===== config.mk =====
export PLATFORM = sky130hd
export DESIGN_NAME = apb_master_arbiter_flat
export DESIGN_NICKNAME = d
export VERILOG_FILES = /design/src/rtl/apb_master_arbiter_pkg.sv /design/src/rtl/apb_master_arbiter_if.sv /design/src/rtl/apb_master_arbiter_rr_arbiter.sv /design/src/rtl/apb_master_arbiter.sv /design/src/flat_wrapper.sv
export SDC_FILE = /design/constraint.sdc
export NUM_CORES = 1
export LEC_CHECK = 0
export CAP_MARGIN = 5
export CORE_MARGIN = 8
export CORE_UTILIZATION = 46
export CTS_CLUSTER_DIAMETER = 150
export CTS_CLUSTER_SIZE = 8
export DETAILED_ROUTE_END_ITERATION = 10
export PLACE_DENSITY = 0.84
export SETUP_SLACK_MARGIN = 0.15
export SLEW_MARGIN = 10
export SYNTH_ARGS = -nofsm -noshare
export SYNTH_HDL_FRONTEND = slang
export SYNTH_SLANG_ARGS = --single-unit

===== constraint.sdc =====
create_clock -name pclk -period 5 [get_ports pclk]
set_clock_uncertainty 0.2 [all_clocks]
set_input_delay 0.75 -clock pclk [delete_from_list [all_inputs] [get_ports pclk]]
set_output_delay 0.75 -clock pclk [all_outputs]
set_load 0.05 [all_outputs]

===== src/rtl/apb_master_arbiter_pkg.sv =====
`default_nettype none
// ============================================================================
//  Module      : apb_arb_pkg
//  Description : Shared constants for the APB master arbiter: default bus
//                geometry, ACCESS timeout, FSM state encodings and the
//                requester-index width helper.
//  Ports       : none (package)
//  Revision    : 1.0 - initial release
// ============================================================================
package apb_arb_pkg;

   localparam int c_NREQ_DEF    = 4;
   localparam int c_AW_DEF      = 8;
   localparam int c_DW_DEF      = 8;
   localparam int c_TIMEOUT_DEF = 15;

   // FSM state encoding (plain constants so legacy code can share them)
   typedef logic [1:0] state_t;
   localparam state_t c_ST_IDLE   = 2'd0;
   localparam state_t c_ST_SETUP  = 2'd1;
   localparam state_t c_ST_ACCESS = 2'd2;

   // Width of a requester index; never narrower than one bit
   function automatic int idx_w(input int n);
      return (n > 1) ? $clog2(n) : 1;
   endfunction

endpackage
`default_nettype wire


===== src/rtl/apb_master_arbiter_if.sv =====
`default_nettype none
// ============================================================================
//  Module      : apb_master_arbiter_if
//  Description : APB bus bundle between the arbiter (master) and one slave.
//  Ports       : psel/penable/pwrite/paddr/pwdata driven by the master,
//                prdata/pready driven by the slave.
//  Revision    : 1.0 - initial release
// ============================================================================
interface apb_master_arbiter_if #(
   parameter int AW = apb_arb_pkg::c_AW_DEF,
   parameter int DW = apb_arb_pkg::c_DW_DEF
);
   logic          psel;
   logic          penable;
   logic          pwrite;
   logic [AW-1:0] paddr;
   logic [DW-1:0] pwdata;
   logic [DW-1:0] prdata;
   logic          pready;

   modport master (
      output psel, penable, pwrite, paddr, pwdata,
      input  prdata, pready
   );

   modport slave (
      input  psel, penable, pwrite, paddr, pwdata,
      output prdata, pready
   );
endinterface
`default_nettype wire


===== src/rtl/apb_master_arbiter_rr_arbiter.sv =====
`default_nettype none
// ============================================================================
//  Module      : rr_arbiter
//  Description : Combinational round-robin pick. The winner is the first set
//                request bit found searching upward from ptr+1 with wrap.
//  Ports       : req  - request vector
//                ptr  - index of the previous winner
//                gnt  - one-hot grant, idx - its index, any - some request set
//  Revision    : 1.0 - initial release
// ============================================================================
module rr_arbiter #(
   parameter int NREQ  = 4,
   parameter int IDX_W = 2
) (
   input  logic [NREQ-1:0]  req,
   input  logic [IDX_W-1:0] ptr,
   output logic [NREQ-1:0]  gnt,
   output logic [IDX_W-1:0] idx,
   output logic             any
);

   logic [IDX_W-1:0] w_cand;

   // Walk from the farthest candidate to the nearest so the nearest set
   // request (smallest distance past ptr) is the last one written.
   always_comb begin
      gnt    = '0;
      idx    = '0;
      w_cand = '0;
      any    = |req;
      for (int k = NREQ; k >= 1; k--) begin
         w_cand = IDX_W'((int'(ptr) + k) % NREQ);
         if (req[w_cand]) begin
            gnt         = '0;
            gnt[w_cand] = 1'b1;
            idx         = w_cand;
         end
      end
   end

endmodule
`default_nettype wire


===== src/rtl/apb_master_arbiter.sv =====
`default_nettype none
// ============================================================================
//  Module      : apb_master_arbiter
//  Description : Shares one APB bus between NREQ requesters. Round-robin
//                grant, one transfer in flight, SETUP/ACCESS sequencing,
//                per-requester response pulse and ACCESS-phase timeout.
//  Ports       : pclk, preset            - clock, async active-high reset
//                req_valid/write/addr/wdata - packed requester inputs
//                req_ready               - one-cycle accept pulse
//                rsp_valid/rdata/err     - one-cycle completion pulse + data
//                apb                     - APB master modport
//  Revision    : 1.0 - initial release
// ============================================================================
module apb_master_arbiter
   import apb_arb_pkg::*;
#(
   parameter int NREQ    = c_NREQ_DEF,
   parameter int AW      = c_AW_DEF,
   parameter int DW      = c_DW_DEF,
   parameter int TIMEOUT = c_TIMEOUT_DEF
) (
   input  logic                 pclk,
   input  logic                 preset,
   input  logic [NREQ-1:0]      req_valid,
   input  logic [NREQ-1:0]      req_write,
   input  logic [NREQ*AW-1:0]   req_addr,
   input  logic [NREQ*DW-1:0]   req_wdata,
   output logic [NREQ-1:0]      req_ready,
   output logic [NREQ-1:0]      rsp_valid,
   output logic [DW-1:0]        rsp_rdata,
   output logic                 rsp_err,
   apb_master_arbiter_if.master apb
);

   localparam int IDX_W = idx_w(NREQ);
   localparam int CNT_W = $clog2(TIMEOUT) + 1;
   localparam logic [CNT_W-1:0] c_CNT_LAST = CNT_W'(TIMEOUT - 1);
   // Pointer starts at the last requester so requester 0 wins first
   localparam logic [IDX_W-1:0] c_PTR_RST  = IDX_W'(NREQ - 1);

   state_t           r_state;
   logic [IDX_W-1:0] r_ptr;
   logic [IDX_W-1:0] r_idx;
   logic [CNT_W-1:0] r_cnt;
   logic             r_psel;
   logic             r_penable;
   logic             r_pwrite;
   logic [AW-1:0]    r_paddr;
   logic [DW-1:0]    r_pwdata;
   logic [NREQ-1:0]  r_req_ready;
   logic [NREQ-1:0]  r_rsp_valid;
   logic [DW-1:0]    r_rsp_rdata;
   logic             r_rsp_err;

   logic [NREQ-1:0]  w_gnt;
   logic [IDX_W-1:0] w_idx;
   logic             w_any;
   logic [AW-1:0]    w_addr  [NREQ];
   logic [DW-1:0]    w_wdata [NREQ];

   for (genvar i = 0; i < NREQ; i++) begin : g_unpack
      assign w_addr[i]  = req_addr[i*AW +: AW];
      assign w_wdata[i] = req_wdata[i*DW +: DW];
   end

   rr_arbiter #(
      .NREQ  (NREQ),
      .IDX_W (IDX_W)
   ) u_rr (
      .req (req_valid),
      .ptr (r_ptr),
      .gnt (w_gnt),
      .idx (w_idx),
      .any (w_any)
   );

   always_ff @(posedge pclk or posedge preset) begin
      if (preset) begin
         r_state     <= c_ST_IDLE;
         r_ptr       <= c_PTR_RST;
         r_idx       <= '0;
         r_cnt       <= '0;
         r_psel      <= 1'b0;
         r_penable   <= 1'b0;
         r_pwrite    <= 1'b0;
         r_paddr     <= '0;
         r_pwdata    <= '0;
         r_req_ready <= '0;
         r_rsp_valid <= '0;
         r_rsp_rdata <= '0;
         r_rsp_err   <= 1'b0;
      end else begin
         // Both handshake outputs are single-cycle pulses
         r_req_ready <= '0;
         r_rsp_valid <= '0;
         case (r_state)
            c_ST_IDLE: begin
               if (w_any) begin
                  r_paddr     <= w_addr[w_idx];
                  r_pwdata    <= w_wdata[w_idx];
                  r_pwrite    <= req_write[w_idx];
                  r_idx       <= w_idx;
                  r_ptr       <= w_idx;
                  r_psel      <= 1'b1;
                  r_penable   <= 1'b0;
                  r_req_ready <= w_gnt;
                  r_state     <= c_ST_SETUP;
               end else begin
                  r_psel <= 1'b0;
               end
            end
            c_ST_SETUP: begin
               r_penable <= 1'b1;
               r_cnt     <= '0;
               r_state   <= c_ST_ACCESS;
            end
            c_ST_ACCESS: begin
               // pready wins over the timeout in the last allowed cycle
               if (apb.pready) begin
                  r_psel             <= 1'b0;
                  r_penable          <= 1'b0;
                  r_rsp_valid[r_idx] <= 1'b1;
                  r_rsp_err          <= 1'b0;
                  r_rsp_rdata        <= r_pwrite ? '0 : apb.prdata;
                  r_state            <= c_ST_IDLE;
               end else if (r_cnt == c_CNT_LAST) begin
                  r_psel             <= 1'b0;
                  r_penable          <= 1'b0;
                  r_rsp_valid[r_idx] <= 1'b1;
                  r_rsp_err          <= 1'b1;
                  r_rsp_rdata        <= '0;
                  r_state            <= c_ST_IDLE;
               end else begin
                  r_cnt <= r_cnt + 1'b1;
               end
            end
            default: r_state <= c_ST_IDLE;
         endcase
      end
   end

   assign req_ready   = r_req_ready;
   assign rsp_valid   = r_rsp_valid;
   assign rsp_rdata   = r_rsp_rdata;
   assign rsp_err     = r_rsp_err;
   assign apb.psel    = r_psel;
   assign apb.penable = r_penable;
   assign apb.pwrite  = r_pwrite;
   assign apb.paddr   = r_paddr;
   assign apb.pwdata  = r_pwdata;

endmodule
`default_nettype wire


===== src/flat_wrapper.sv =====
// flat-port wrapper written by rule: the top's interface ports become plain ports
module apb_master_arbiter_flat import apb_arb_pkg::*;
#(
   parameter int NREQ    = c_NREQ_DEF,
   parameter int AW      = c_AW_DEF,
   parameter int DW      = c_DW_DEF,
   parameter int TIMEOUT = c_TIMEOUT_DEF
)
  (pclk, preset, req_valid, req_write, req_addr, req_wdata, req_ready, rsp_valid, rsp_rdata, rsp_err, apb_psel, apb_penable, apb_pwrite, apb_paddr, apb_pwdata, apb_prdata, apb_pready);
  apb_master_arbiter_if #(.AW(AW), .DW(DW)) apb_i ();
  input  logic pclk;
  input  logic preset;
  input  logic [NREQ-1:0] req_valid;
  input  logic [NREQ-1:0] req_write;
  input  logic [NREQ*AW-1:0] req_addr;
  input  logic [NREQ*DW-1:0] req_wdata;
  output logic [NREQ-1:0] req_ready;
  output logic [NREQ-1:0] rsp_valid;
  output logic [DW-1:0] rsp_rdata;
  output logic rsp_err;
  output wire logic [$bits(apb_i.psel)-1:0] apb_psel;
  output wire logic [$bits(apb_i.penable)-1:0] apb_penable;
  output wire logic [$bits(apb_i.pwrite)-1:0] apb_pwrite;
  output wire logic [$bits(apb_i.paddr)-1:0] apb_paddr;
  output wire logic [$bits(apb_i.pwdata)-1:0] apb_pwdata;
  input wire logic [$bits(apb_i.prdata)-1:0] apb_prdata;
  input wire logic [$bits(apb_i.pready)-1:0] apb_pready;
  assign apb_psel = apb_i.psel;
  assign apb_penable = apb_i.penable;
  assign apb_pwrite = apb_i.pwrite;
  assign apb_paddr = apb_i.paddr;
  assign apb_pwdata = apb_i.pwdata;
  assign apb_i.prdata = apb_prdata;
  assign apb_i.pready = apb_pready;
  apb_master_arbiter #(.NREQ(NREQ), .AW(AW), .DW(DW), .TIMEOUT(TIMEOUT)) u_core (.pclk(pclk), .preset(preset), .req_valid(req_valid), .req_write(req_write), .req_addr(req_addr), .req_wdata(req_wdata), .req_ready(req_ready), .rsp_valid(rsp_valid), .rsp_rdata(rsp_rdata), .rsp_err(rsp_err), .apb(apb_i));
endmodule

* Yosys cells after proc, flatten, opt, wreduce, memory -nomap -nowiden
Cells that the tools add are included.
** Cells by class
- Bitwise gates (word level) :: 1
- Order comparisons :: 12
- Eq/ne operators :: 7
- Reductions and logical operators :: 17
- Multipliers :: 0
- Div/mod/pow operators :: 0
- Add/subtract/negate cells :: 5
- Shift operators :: 0
- Mux-type cells :: 57
** Operator list (number)
- 8-bit 2-to-1 mux :: 7
- 4-bit 2-to-1 mux :: 9
- 8-bit binary-select mux with 2-bit select :: 2
- 2-bit by 3-bit less-than comparator with 1-bit output (second input constant) :: 6
- 1-bit 2-to-1 mux :: 16
- 2-bit 2-to-1 mux :: 7
- 1-bit binary-select mux with 2-bit select :: 5
- 1-bit demux with 2-bit select :: 5
- 2-bit by 1-bit >= comparator with 1-bit output (second input constant) :: 5
- 5-bit 2-to-1 mux :: 2
- 5-bit one-hot mux with 2 select lines :: 1
- 2-bit AND reduction :: 4
- 2-bit inequality test (second input constant) :: 3
- 2-bit one-hot mux with 3 select lines :: 1
- 3-bit AND reduction :: 2
- 2-bit nonzero test :: 3
- 5-bit by 1-bit adder with 5-bit output (second input constant) :: 1
- 5-bit by 4-bit equality test with 1-bit output (second input constant) :: 1
- 1-bit logical AND :: 5
- 2-bit by 1-bit adder with 2-bit output (second input constant) :: 2
- 2-bit adder (second input constant) :: 2
- 4-bit OR reduction :: 1
- 3-bit >= comparator (second input constant) :: 1
- 3-bit by 2-bit inequality test with 1-bit output (second input constant) :: 1
- 7 further kinds :: 7
** Word-level totals
- Memories kept :: 0
- Bits of input ports :: 83
- Register bits after elaboration :: 47
- Bits in latches :: 0
- Bits in read-only memories :: 0
- Output and inout bits :: 36
- Bits in writable memories :: 0

* Depth between registers and ports, before layout
- Depth in word-level cells :: 11
- Mapped depth :: 15
- Depth with buffers taken out :: 8

* By module
A second synthesis with hierarchy kept.
** Second synthesis, totals
- Cells, all modules :: 219
- Area, all modules :: 2861.5 µm²
** By module, submodules not included
- apb_master_arbiter :: seq. area each 1178.6 µm², cells an instance 157, area each 2377.3 µm², times used 1
- rr_arbiter :: seq. area each 0.0 µm², cells an instance 62, area each 484.2 µm², times used 1

* Worst setup path after synthesis
No wires, ideal clock.
- Kind :: register -> register
- Start :: reg u_core.r_ptr[0]
- End :: reg u_core.r_pwrite (netlist: u_core.apb.pwrite)
- Period minus slack after synthesis :: 3561 ps
- Cell stages (with the launch flop) :: 14
- Setup slack :: 1439 ps
- Arrival :: 3239 ps
- Setup time :: 123 ps
- Path buffers :: 6
- Path through :: dfstp_2 -> buf_6 -> inv_1 -> buf_2 -> buf_1 -> buf_1 -> ha_1 -> buf_2 -> mux2_2 -> buf_1 -> nor4b_1 -> a31oi_1 -> nand4_1 -> o221a_2
** Between the ends
- Cells in the longest elaborated chain, start to end :: 9
- Elaborated cells between the ends (all ways) :: 18
- Those cells by class :: add/sub: 4; mux: 14
** Ends and longest elaborated chain
- start, declared :: RTL line apb_master_arbiter.sv:42 : logic [IDX_W-1:0] r_ptr;
- start signal, assigned :: RTL line apb_master_arbiter.sv:80 : r_ptr <= c_PTR_RST;
- start signal, assigned :: RTL line apb_master_arbiter.sv:103 : r_ptr <= w_idx;
- 2-bit by 1-bit adder with 2-bit output :: RTL line apb_master_arbiter_rr_arbiter.sv:32 : w_cand = IDX_W'((int'(ptr) + k) % NREQ);
- 1-bit binary-select mux with 2-bit select :: RTL line apb_master_arbiter_rr_arbiter.sv:33 : if (req[w_cand]) begin
- 1-bit 2-to-1 mux (implied by the code) :: RTL line apb_master_arbiter_rr_arbiter.sv:33
- 2-bit 2-to-1 mux (3 in series) :: RTL line apb_master_arbiter_rr_arbiter.sv:33
- 2-bit 2-to-1 mux * :: RTL line apb_master_arbiter_rr_arbiter.sv:33
- 1-bit binary-select mux with 2-bit select * :: RTL line apb_master_arbiter.sv:101 : r_pwrite <= req_write[w_idx];
- 1-bit 2-to-1 mux (implied by the code) * :: RTL line apb_master_arbiter.sv:101
- end signal, assigned :: RTL line apb_master_arbiter.sv:101
- end, declared :: RTL line apb_master_arbiter.sv:47 : logic r_pwrite;
Every way passes the cells marked *; elsewhere a longest branch is shown, timed or not. The select of a mux whose other input is x is not followed.
A chain may end at the register's enable or synchronous reset.

* Final worst setup path
- Start :: reg u_core.r_ptr[1]
- End :: reg u_core.r_pwrite (netlist: u_core.apb.pwrite)
Same word-level chain as after synthesis.

==> impl_metrics.toml <==
[setup_path]
r2r-start = "u_core.r_ptr[1]"
arrival_ns = 3.53
r2r-end = "u_core.apb.pwrite"
required_ns = 5.00
crit_fanout = 20
r2r_cells = 9
cp-end-kind = "flip-flop"
startpoint_type = "flip-flop"
r2r_slack_ns = 1.47
criticalPathCategory = "flip-flop to flip-flop"

[sta]
holdWs_ns = 0.312
timing.fmax_mhz = 284
period_share = 0.705
tns_ns = 0
slew_headroom = 0.343
hold_violations = 0
min_period_ns = 3.53
tightest_slew_ns = 0.985
finalSetupViolCount = 0
slew_viol_final = 0
rsz0062_at_grt = "false"

[global_routing]
grt_first_pass_wirelength_microns = 17700
first_global_vias = 3670
grt_max_degree = 48
grt_usage = 0.210
grt-ovfl-total = 0
antenna_found_initial = 0

[floorplanning]
start_util = 0.473
core_sq_um = 7250
die_h_microns = 102
io_pins = 119
die_w_microns = 102
std_cell_rows = 31
die_area_sq_um = 10500

[clocking]
h-tree-depth = 2
clock_path_buffers = 2
holdBufCountCts = 0
clock-root-buffer = "clkbuf_8"
cts_tree = "done"
cts.sinks = 47
numCtsBuffers = 5
clk_pin_slew_ns = 0.10
postCtsSetupBuffers = 0
cts_resized = 0
clk_latency_ns = 0.30

[pwr]
cellPowerDensity_nw_per_um2 = 710
clockPowerShare = 0.086
power_leakage_uw = 0.00198
p_switching_uw = 1770
seq_power_share = 0.198
internal_power_uw = 1590
p_sw_frac = 0.526
p_total_uw = 3370
power_frac_comb = 0.715
ir_drop_mv = 0.352

[synth]
synth-seq-cells = 47
synth_nets = 481
synth_edf_count = 0
synthArstFlopShare = 1.00
synthDistinctLibCells = 50
seq_area_frac_synth = 0.343
synth.area.top_cells = "dfrtp_1 33%, nand2_1 8.7%, nor4b_2 6.6%, a22o_1 5.9%, a31oi_1 5.8%"
ys.flop_type = "dfrtp_1"
yosys_warnings = 0
synth_area_per_cell_sq_um = 8.80
yosys.area.top_type_share = 0.328
synthCells = 390
netlist_area_sq_um = 3430
synth.largest_area_cell = "dfrtp_1"

[placed_design]
routabilityCongestion = 0.895
placedInstanceArea_sq_um = 4620
dp_hpwl_microns = 7890
io_buffer_count = 118

[final_layout]
areaGrowthSynthToFinish_pct = 38.1
stdcell_area_sq_um = 4740
final_cell_mix = "118 x clkdlybuf4s50_1, 80 x nand2_1, 45 x dfrtp_1"
mostFrequentLayoutCell = "clkdlybuf4s50_1"
finalNetCount = 583
diodes = 0
final_layout_size_suffix_gt1_frac = 0.0913

[outcome]
status = "complete, no violations"

[detailed_routing]
ant_nets = 0
via_per_inst = 6.07
via_count = 3596
drcViolationCount = 0
drt_pass1_iterations = 5
wl_microns = 10900
drt_iter0_markers = 263
post_drt_wl_per_cell_microns = 18.3

[worst_hold_path]
min_delay_worst_endpoint = "u_core.rsp_rdata[2]"
hold_depth = 1
min-delay-start = "u_core.rsp_rdata[2]"
hold_class = "flip-flop to flip-flop"

[run]
maxCapViolCount = 0
## logic make-up (layout without fill, tap and decap cells)
family	after synthesis	count (layout)	share of synthesized area
and+or+nand+nor	155	155	0.246
AOI/OAI and AO/OA	124	124	0.265
DFF	47	47	0.343
buffers and inverters	41	144	0.0616
muxes	12	12	0.0467
adders and majority gates	8	8	0.0292
xor gates and xnor gates	3	3	0.00766
## state kept, by name, indices dropped and copies added (netlist names), 2 cells and up
signal and count:
u_core.apb.paddr 8, u_core.apb.pwdata 8, u_core.r_cnt 5, u_core.r_idx 2, u_core.r_ptr 2, u_core.r_state 2
u_core.req_ready 4, u_core.rsp_rdata 8, u_core.rsp_valid 4
## synth_stat cells (9+ instances only)
cell      count
inv_1        10
dfrtp_1      45
nor2_1       28
a41o_1       16
a21oi_1      25
clkbuf_1      9
buf_2        13
nand2_1      80
nor4b_2      15
a22o_1       23
a31oi_1      32
o21ai_0       9
## how the worst max path moves through the flow
stage | start | endpoint | slack (ns) | depth (start not counted)
detailed placement | req_valid[1] | u_core.apb.pwrite | 1.32 | 8
finish | u_core.r_ptr[1] | u_core.apb.pwrite | 1.47 | 9
global placement | req_valid[1] | u_core.apb.pwrite | 1.38 | 8
floorplan | u_core.r_ptr[0] | u_core.apb.pwrite | 1.44 | 13
CTS | u_core.r_ptr[1] | u_core.apb.pwrite | 1.52 | 9
global route | u_core.r_ptr[1] | u_core.apb.pwrite | 1.33 | 9
## stage by stage
step                      instances   util  setup slack, ns
after floorplan                 390      -             1.44
after global placement          584  0.637             1.38
after detailed placement        584  0.637             1.32
after CTS                       592  0.653             1.52
after global routing            592  0.653             1.33
final                           592  0.653             1.47
## critical path, stage by stage (launching register included)
cell and delay (ns):
dfstp_2 0.66, inv_1 0.18, ha_1 0.52, mux4_2 0.37
nor2b_4 0.54, buf_4 0.35, nor4b_1 0.08, a31oi_1 0.16
nand4_1 0.10, o221a_2 0.24
## power groups by stage
stage          sequential [uW]  combinational [uW]  clock (uW)
2_1_floorplan             1060                1400           0
4_1_cts                    664                2400         294
5_1_grt                    688                2600         312
6_report                   667                2410         291
3_5_place_dp               669                2390           0
3_3_place_gp               665                2330           0
## cell type report
| cell class | instances | area (sq um) |
|---|---|---|
| fillers | 604 | 2510 |
| multi-input cells | 302 | 2040 |
| repair buffers | 126 | 1240 |
| flip-flops and latches | 47 | 1180 |
| well taps | 99 | 124 |
| clock buffers | 5 | 68.8 |
| clock inverters | 3 | 46.3 |
| inverters | 10 | 37.5 |
## metal layers
layer,wire [microns],global-route usage,vias to the layer above
met5,0,0,-
met4,193,0.0609,0
met2,5560,0.362,165
met3,796,0.0443,16
li1,-,-,1657
met1,4300,0.255,1758
Note: power is estimated with default switching activity, not from simulation.
